$ cat src/rtl/shifter_arbiter.sv
// shifter_arbiter: two-requester round-robin front end for a shared external
// combinational barrel shifter. Each operation passes through IDLE -> ISSUE -> RESP.
// During ISSUE the registered operands drive the shifter. The shifter result is
// captured into a result register and held until the owning requester takes it.
// Optional feature: define SHIFTER_ARB_ZERO_BYPASS_EN to let zero-amount requests
// skip ISSUE. Their operand is loaded straight into the result register.
module shifter_arbiter (
  input  logic        clk,
  input  logic        rst_n,
  input  logic        req0_valid,
  output logic        req0_ready,
  input  logic        req0_dir,
  input  logic [4:0]  req0_amt,
  input  logic [31:0] req0_data,
  input  logic        req1_valid,
  output logic        req1_ready,
  input  logic        req1_dir,
  input  logic [4:0]  req1_amt,
  input  logic [31:0] req1_data,
  output logic        rsp0_valid,
  input  logic        rsp0_ready,
  output logic        rsp1_valid,
  input  logic        rsp1_ready,
  output logic [31:0] rsp_data,
  output logic        sh_dir,
  output logic [4:0]  sh_amt,
  output logic [31:0] d_in,
  input  logic [31:0] d_out,
  output logic        busy
);

  typedef enum logic [1:0] {IDLE, ISSUE, RESP} state_t;

  state_t      state;
  logic        last_gnt;
  logic        owner;
  logic        op_dir;
  logic [4:0]  op_amt;
  logic [31:0] op_data;
  logic [31:0] result;

  logic        gnt_valid;
  logic        gnt_id;
  logic        sel_dir;
  logic [4:0]  sel_amt;
  logic [31:0] sel_data;
  logic        rsp_hs;

  // Round-robin grant: a lone valid requester wins; on contention the one not served last wins
  always_comb begin
    gnt_valid = req0_valid | req1_valid;
    gnt_id    = 1'b0;
    if (req0_valid && req1_valid)
      gnt_id = ~last_gnt;
    else if (req1_valid)
      gnt_id = 1'b1;
    sel_dir  = gnt_id ? req1_dir  : req0_dir;
    sel_amt  = gnt_id ? req1_amt  : req0_amt;
    sel_data = gnt_id ? req1_data : req0_data;
    rsp_hs   = owner ? rsp1_ready : rsp0_ready;
  end

  assign req0_ready = (state == IDLE) && gnt_valid && !gnt_id;
  assign req1_ready = (state == IDLE) && gnt_valid && gnt_id;
  assign rsp0_valid = (state == RESP) && !owner;
  assign rsp1_valid = (state == RESP) && owner;
  assign busy       = (state != IDLE);
  assign rsp_data   = result;
  assign sh_dir     = op_dir;
  assign sh_amt     = op_amt;
  assign d_in       = op_data;

  // Main FSM: accept in IDLE, drive and capture the shifter in ISSUE, hold the result in RESP
  always_ff @(posedge clk) begin
    if (!rst_n) begin
      state    <= IDLE;
      last_gnt <= 1'b1;
      owner    <= 1'b0;
      op_dir   <= 1'b0;
      op_amt   <= 5'd0;
      op_data  <= 32'd0;
      result   <= 32'd0;
    end else begin
      case (state)
        IDLE: begin
          if (gnt_valid) begin
            op_dir   <= sel_dir;
            op_amt   <= sel_amt;
            op_data  <= sel_data;
            owner    <= gnt_id;
            last_gnt <= gnt_id;
`ifdef SHIFTER_ARB_ZERO_BYPASS_EN
            if (sel_amt == 5'd0) begin
              result <= sel_data;
              state  <= RESP;
            end else begin
              state  <= ISSUE;
            end
`else
            state <= ISSUE;
`endif
          end
        end
        ISSUE: begin
          result <= d_out;
          state  <= RESP;
        end
        RESP: begin
          if (rsp_hs)
            state <= IDLE;
        end
        default: state <= IDLE;
      endcase
    end
  end

endmodule
$ cat config.mk
export PLATFORM = sky130hd
export DESIGN_NAME = shifter_arbiter
export DESIGN_NICKNAME = d
export VERILOG_FILES = /design/src/rtl/shifter_arbiter.sv
export SDC_FILE = /design/constraint.sdc
export NUM_CORES = 1
export LEC_CHECK = 0
export ABC_CLOCK_PERIOD_IN_PS = 3000
export BUFFER_PORTS_ARGS = -buffer_cell sky130_fd_sc_hd__buf_4
export CORE_MARGIN = 3
export CORE_UTILIZATION = 25
export DETAILED_ROUTE_END_ITERATION = 10
export PLACE_DENSITY_LB_ADDON = 0.3
export SYNTH_ARGS = -nofsm -noshare
export SYNTH_HDL_FRONTEND = slang
export SYNTH_SLANG_ARGS = --single-unit
$ cat constraint.sdc
create_clock -name clk -period 3 [get_ports clk]
set_clock_uncertainty 0.15 [all_clocks]
set_input_delay 0.6 -clock clk [delete_from_list [all_inputs] [get_ports clk]]
set_output_delay 0.6 -clock clk [all_outputs]
set_load 0.005 [all_outputs]
# --- After elaboration in Yosys (flattened, before gate mapping) ---
# Cells that the tools add are included.
word_totals:
  regBits: 74
  output_inout_bits: 75
classes:
  n_reduce_logical: 12
  bitwise: 2
  n_eq_ne: 4
  mux: 9
op_table:
  columns: ["operator", "count"]
  rows:
  - ["$mux 32", 1]
  - ["$logic_and 1x1->1", 6]
  - ["$pmux 2 s3", 1]
  - ["$mux 5", 1]
  - ["$mux 1", 4]
  - ["$mux 2", 2]
  - ["$ne 2x2->1 const B", 2]
  - ["$reduce_and 2->1", 2]
  - ["$eq 2x1->1 const B", 1]
  - ["$eq 2x2->1 const B", 1]
  - ["$logic_not 1->1", 2]
  - ["$logic_not 2->1", 1]
  - ["$reduce_bool 2->1", 1]
  - ["$not 1->1", 1]
  - ["$or 1x1->1", 1]

# --- Logic depth before layout (Yosys ltp) ---
logic_depth:
  ltp_word: 4
  depth_mapped: 5

# --- Least setup slack after synthesis ---
# Ideal clock, no wire load.
synth_path:
  path_type: "input-to-output"
  startpoint: "input port req1_valid"
  endpoint: "output port req0_ready"
  n_path_buf: 2
  path_stages: 4
  path_slack_ns: 1.034
  arrival_time_ns: 1.216
  cell_sequence: "nand2b_1 buf_2 buf_2 and3_1"
synth_via:
  elab_chain_cells: 4
  elab_cells_between_ends: 7
  cone_classes: "2 x mux; 1 x bitwise; 4 x reduce/logical"
synth_rtl:
  columns: ["item", "line_no", "rtl"]
  rows:
  - ["from (decl)", "15", "input logic req1_valid,"]
  - ["$mux 1 or $logic_and 1x1->1 (tied branches)", "55, 53", null]
  - ["$mux 1", "53", "if (req0_valid && req1_valid)"]
  - ["$logic_not 1->1", "63", "assign req0_ready = (state == IDLE) && gnt_valid && !gnt_id;"]
  - ["$logic_and 1x1->1 (*)", "63", null]
  - ["to (decl)", "11", "output logic req0_ready,"]
# Every way passes the cells marked *; elsewhere a longest branch is shown, timed or not.

# --- Worst setup path in the final report ---
layout_path:
  startpoint: "register state[1]"
  endpoint: "output port busy"
layout_via:
  elab_chain_cells: 1
layout_rtl:
  columns: ["item", "line_no", "rtl"]
  rows:
  - ["from (decl)", "34", "state_t state;"]
  - ["from (signal assigned)", "76", "state <= IDLE;"]
  - ["from (signal assigned)", "100", "state <= ISSUE;"]
  - ["from (signal assigned)", "106", "state <= RESP;"]
  - ["$reduce_bool 2->1", "67", "assign busy = (state != IDLE);"]
  - ["to (decl)", "29", "output logic busy"]
# Every way passes these cells.

==> results.json <==
{
  "global_route.usage.met2": 0.2457,
  "design_area_um2": 4870,
  "min_path_type": "reg2reg",
  "p_int_mw": 2.074,
  "yosysWarnings": 0,
  "report.final.slew_viol_count": 0,
  "detailed_place.area_um2": 4552,
  "power_switching_uw": 750.7,
  "power-per-cell-area_nw_per_um2": 580.1,
  "synth.lib_cells_used.distinct": 25,
  "dp_hpwl_mm": 7.685,
  "antenna_cells_inserted": 0,
  "cts-root-to-sink-buffers": 2,
  "total_leakage_power_nw": 2.059,
  "worst_pin_slew_ns": 0.6712,
  "timing.critical_path.from_type": "flip-flop",
  "postCtsHoldBufs": 0,
  "placement_row_count": 39,
  "avgSynthCellArea_um2": 7.942,
  "global_route.usage.total": 0.1544,
  "drc": 0,
  "fp.dieH_um": 116.7,
  "clock-root-buffer": "sky130_fd_sc_hd__clkbuf_16",
  "worstPathRequired_ns": 2.25,
  "ir_drop_v": 0.0002127,
  "number_of_levels_in_the_clock_h_tree": 3,
  "gr-usage-met3": 0.03886,
  "cts.clk_slew.worst_paths_ns": 0.06,
  "ctsResizeCount": 0,
  "netSwitchingFraction": 0.2657,
  "port_buffers": 188,
  "routedWlPerCell_um": 15.72,
  "setup-tns-final_ns": 0,
  "final_layout_size_suffix_gt1_frac": 0.3928,
  "tritoncts_clock_tree": "done",
  "route.vias.total": 3575,
  "busiest_layer": "met2",
  "initial_utilization": 0.2618,
  "synthesis.area_um2": 3065,
  "floorplan.die.width_um": 116.7,
  "core-area_um2": 11710,
  "synth_seq_area_share": 0.4833,
  "post-route-util": 0.4158,
  "nNetsFinal": 665,
  "worst_setup_path_end_kind": "primary output",
  "hold_viol": 0,
  "placer_congestion": 0.7596,
  "yosys_register_bits": 74,
  "final_period_minus_worst_setup_slack_ns": 2.411,
  "numCtsBuffers": 9,
  "maxCapViolations": 0,
  "detailedRoute.firstPassIterationCount": 4,
  "p_comb_frac": 0.197,
  "syn-instance-count": 386,
  "worstPathMaxFanout": 42,
  "finalSetupViolCount": 0,
  "result_of_the_run": "finished, final reports clean",
  "clkSinkCount": 74,
  "place_worst_setup_slack_ns": 0.7140,
  "grt-ovfl-total": 0,
  "post-cts-setup-buffers": 0,
  "synthToLayoutAreaGrowth_pct": 58.86,
  "grt_max_degree": 44,
  "vias_in_the_first_global_route": 3421,
  "share_seq_of_total_power": 0.397,
  "grt.met1_usage": 0.2011,
  "routed_via_density": 5.122,
  "fp.dieArea_um2": 13630,
  "crit_arrival_ns": 1.66,
  "min_period_over_period": 0.8035,
  "crit_type": "reg2out",
  "grt_setup_unrepaired": "no",
  "relative_slew_margins": 0.5525,
  "boundaryPins": 189,
  "postRouteWirelength_mm": 10.97,
  "clock_insertion_delay_worst_skew_ns": 0.32,
  "post-route-worst-setup-slack_ns": 0.5894,
  "antenna_violations_before_repair": 0,
  "drt_iter0_drc": 292,
  "total_power_mw": 2.825,
  "max_freq_mhz": 414.8,
  "power_frac_clock": 0.406,
  "grt_pass1_wl_mm": 16.80,
  "drt.antenna.violating_nets": 0,
  "syn-num-nets": 500
}
## path summary, 6_finish.rpt
| path | slack (ns) | startpoint | cells after the start | endpoint |
|---|---|---|---|---|
| setup / recovery | 0.59 | state[1]$_SDFFE_PN0P_ | 3 | busy |
| hold / removal | 0.30 | rsp_data[12]$_SDFFE_PN0N_ | 2 | rsp_data[12]$_SDFFE_PN0N_ |
| setup reg to reg | 1.23 | state[1]$_SDFFE_PN0P_ | 4 | d_in[17]$_SDFFE_PN0P_ |
| hold reg to reg | 0.30 | rsp_data[12]$_SDFFE_PN0N_ | 2 | rsp_data[12]$_SDFFE_PN0N_ |
## registers in the layout, summed over array words and instances, names as in the netlist
signal,count
last_gnt,1
sh_dir,1
state,2
rsp_data,32
sh_amt,5
d_in,32
owner,1
## area by class of cell
type	instances	area (µm²)
clock inverters	6	92.59
flip-flops and latches	74	1481
clock buffers	9	225.2
inverters	3	11.26
fillers	1178	6842
multi-input cells	266	1389
repair buffers	197	1491
well taps	143	178.9
## critical path, cell delays in order, from the launching register on
cell                      delay [ns]
sky130_fd_sc_hd__dfxtp_1        0.53
sky130_fd_sc_hd__nor2_4         0.08
sky130_fd_sc_hd__inv_2          0.49
sky130_fd_sc_hd__buf_4          0.23
## power groups by stage
stage,clock (mW),combinational [mW],sequential [mW]
4_1_cts,1.18,0.563,1.12
6_report,1.15,0.558,1.12
2_1_floorplan,0,0.255,1.13
5_1_grt,1.22,0.617,1.13
3_3_place_gp,0,0.555,1.14
3_5_place_dp,0,0.563,1.14
## placed cells by master (no fill, tap or decap), types with 7 or more instances in the layout
master and instances:
sky130_fd_sc_hd__a21oi_1 34, sky130_fd_sc_hd__a31oi_1 38, sky130_fd_sc_hd__buf_4 196, sky130_fd_sc_hd__clkbuf_16 9, sky130_fd_sc_hd__dfxtp_1 74, sky130_fd_sc_hd__nand2_1 65
sky130_fd_sc_hd__nand3_1 39, sky130_fd_sc_hd__nand4_1 38, sky130_fd_sc_hd__o21ai_0 33, sky130_fd_sc_hd__o21ai_1 7
## stage by stage
stage               hold slack (ns)  cells
floorplan                    0.3027    386
global placement             0.2940    683
detailed placement           0.2980    683
CTS                          0.3060    698
global route                 0.3164    698
finish                       0.3050    698
## logic make-up after synthesis
family,synth area share
and+or+nand+nor,0.2416
AOI/OAI and AO/OA,0.2024
buffers and inverters,0.06939
muxes,0.003265
DFF,0.4833
## cells in the mapped netlist (all sizes together)
library cell	count	share of area
a21oi	34	0.056
nor2	2	0.0033
nor3b	1	0.0024
nand4	38	0.078
inv	3	0.0037
nor2b	1	0.0020
nand2	65	0.080
and3	1	0.0020
buf	23	0.040
nand3	39	0.064
and3b	1	0.0029
clkbuf	20	0.026
nand3b	1	0.0024
nor3	1	0.0016
o21ai	40	0.065
nand2b	2	0.0041
a211oi	1	0.0041
mux2i	1	0.0033
a31oi	38	0.078
dfxtp	74	0.48
## routing by layer
metal / part of all wire / routed length, µm
met2: 0.47 / 5161
met1: 0.43 / 4739
met5: 0 / 0
met3: 0.083 / 906
met4: 0.015 / 166
No activity file was read; power rests on OpenSTA's default activity.
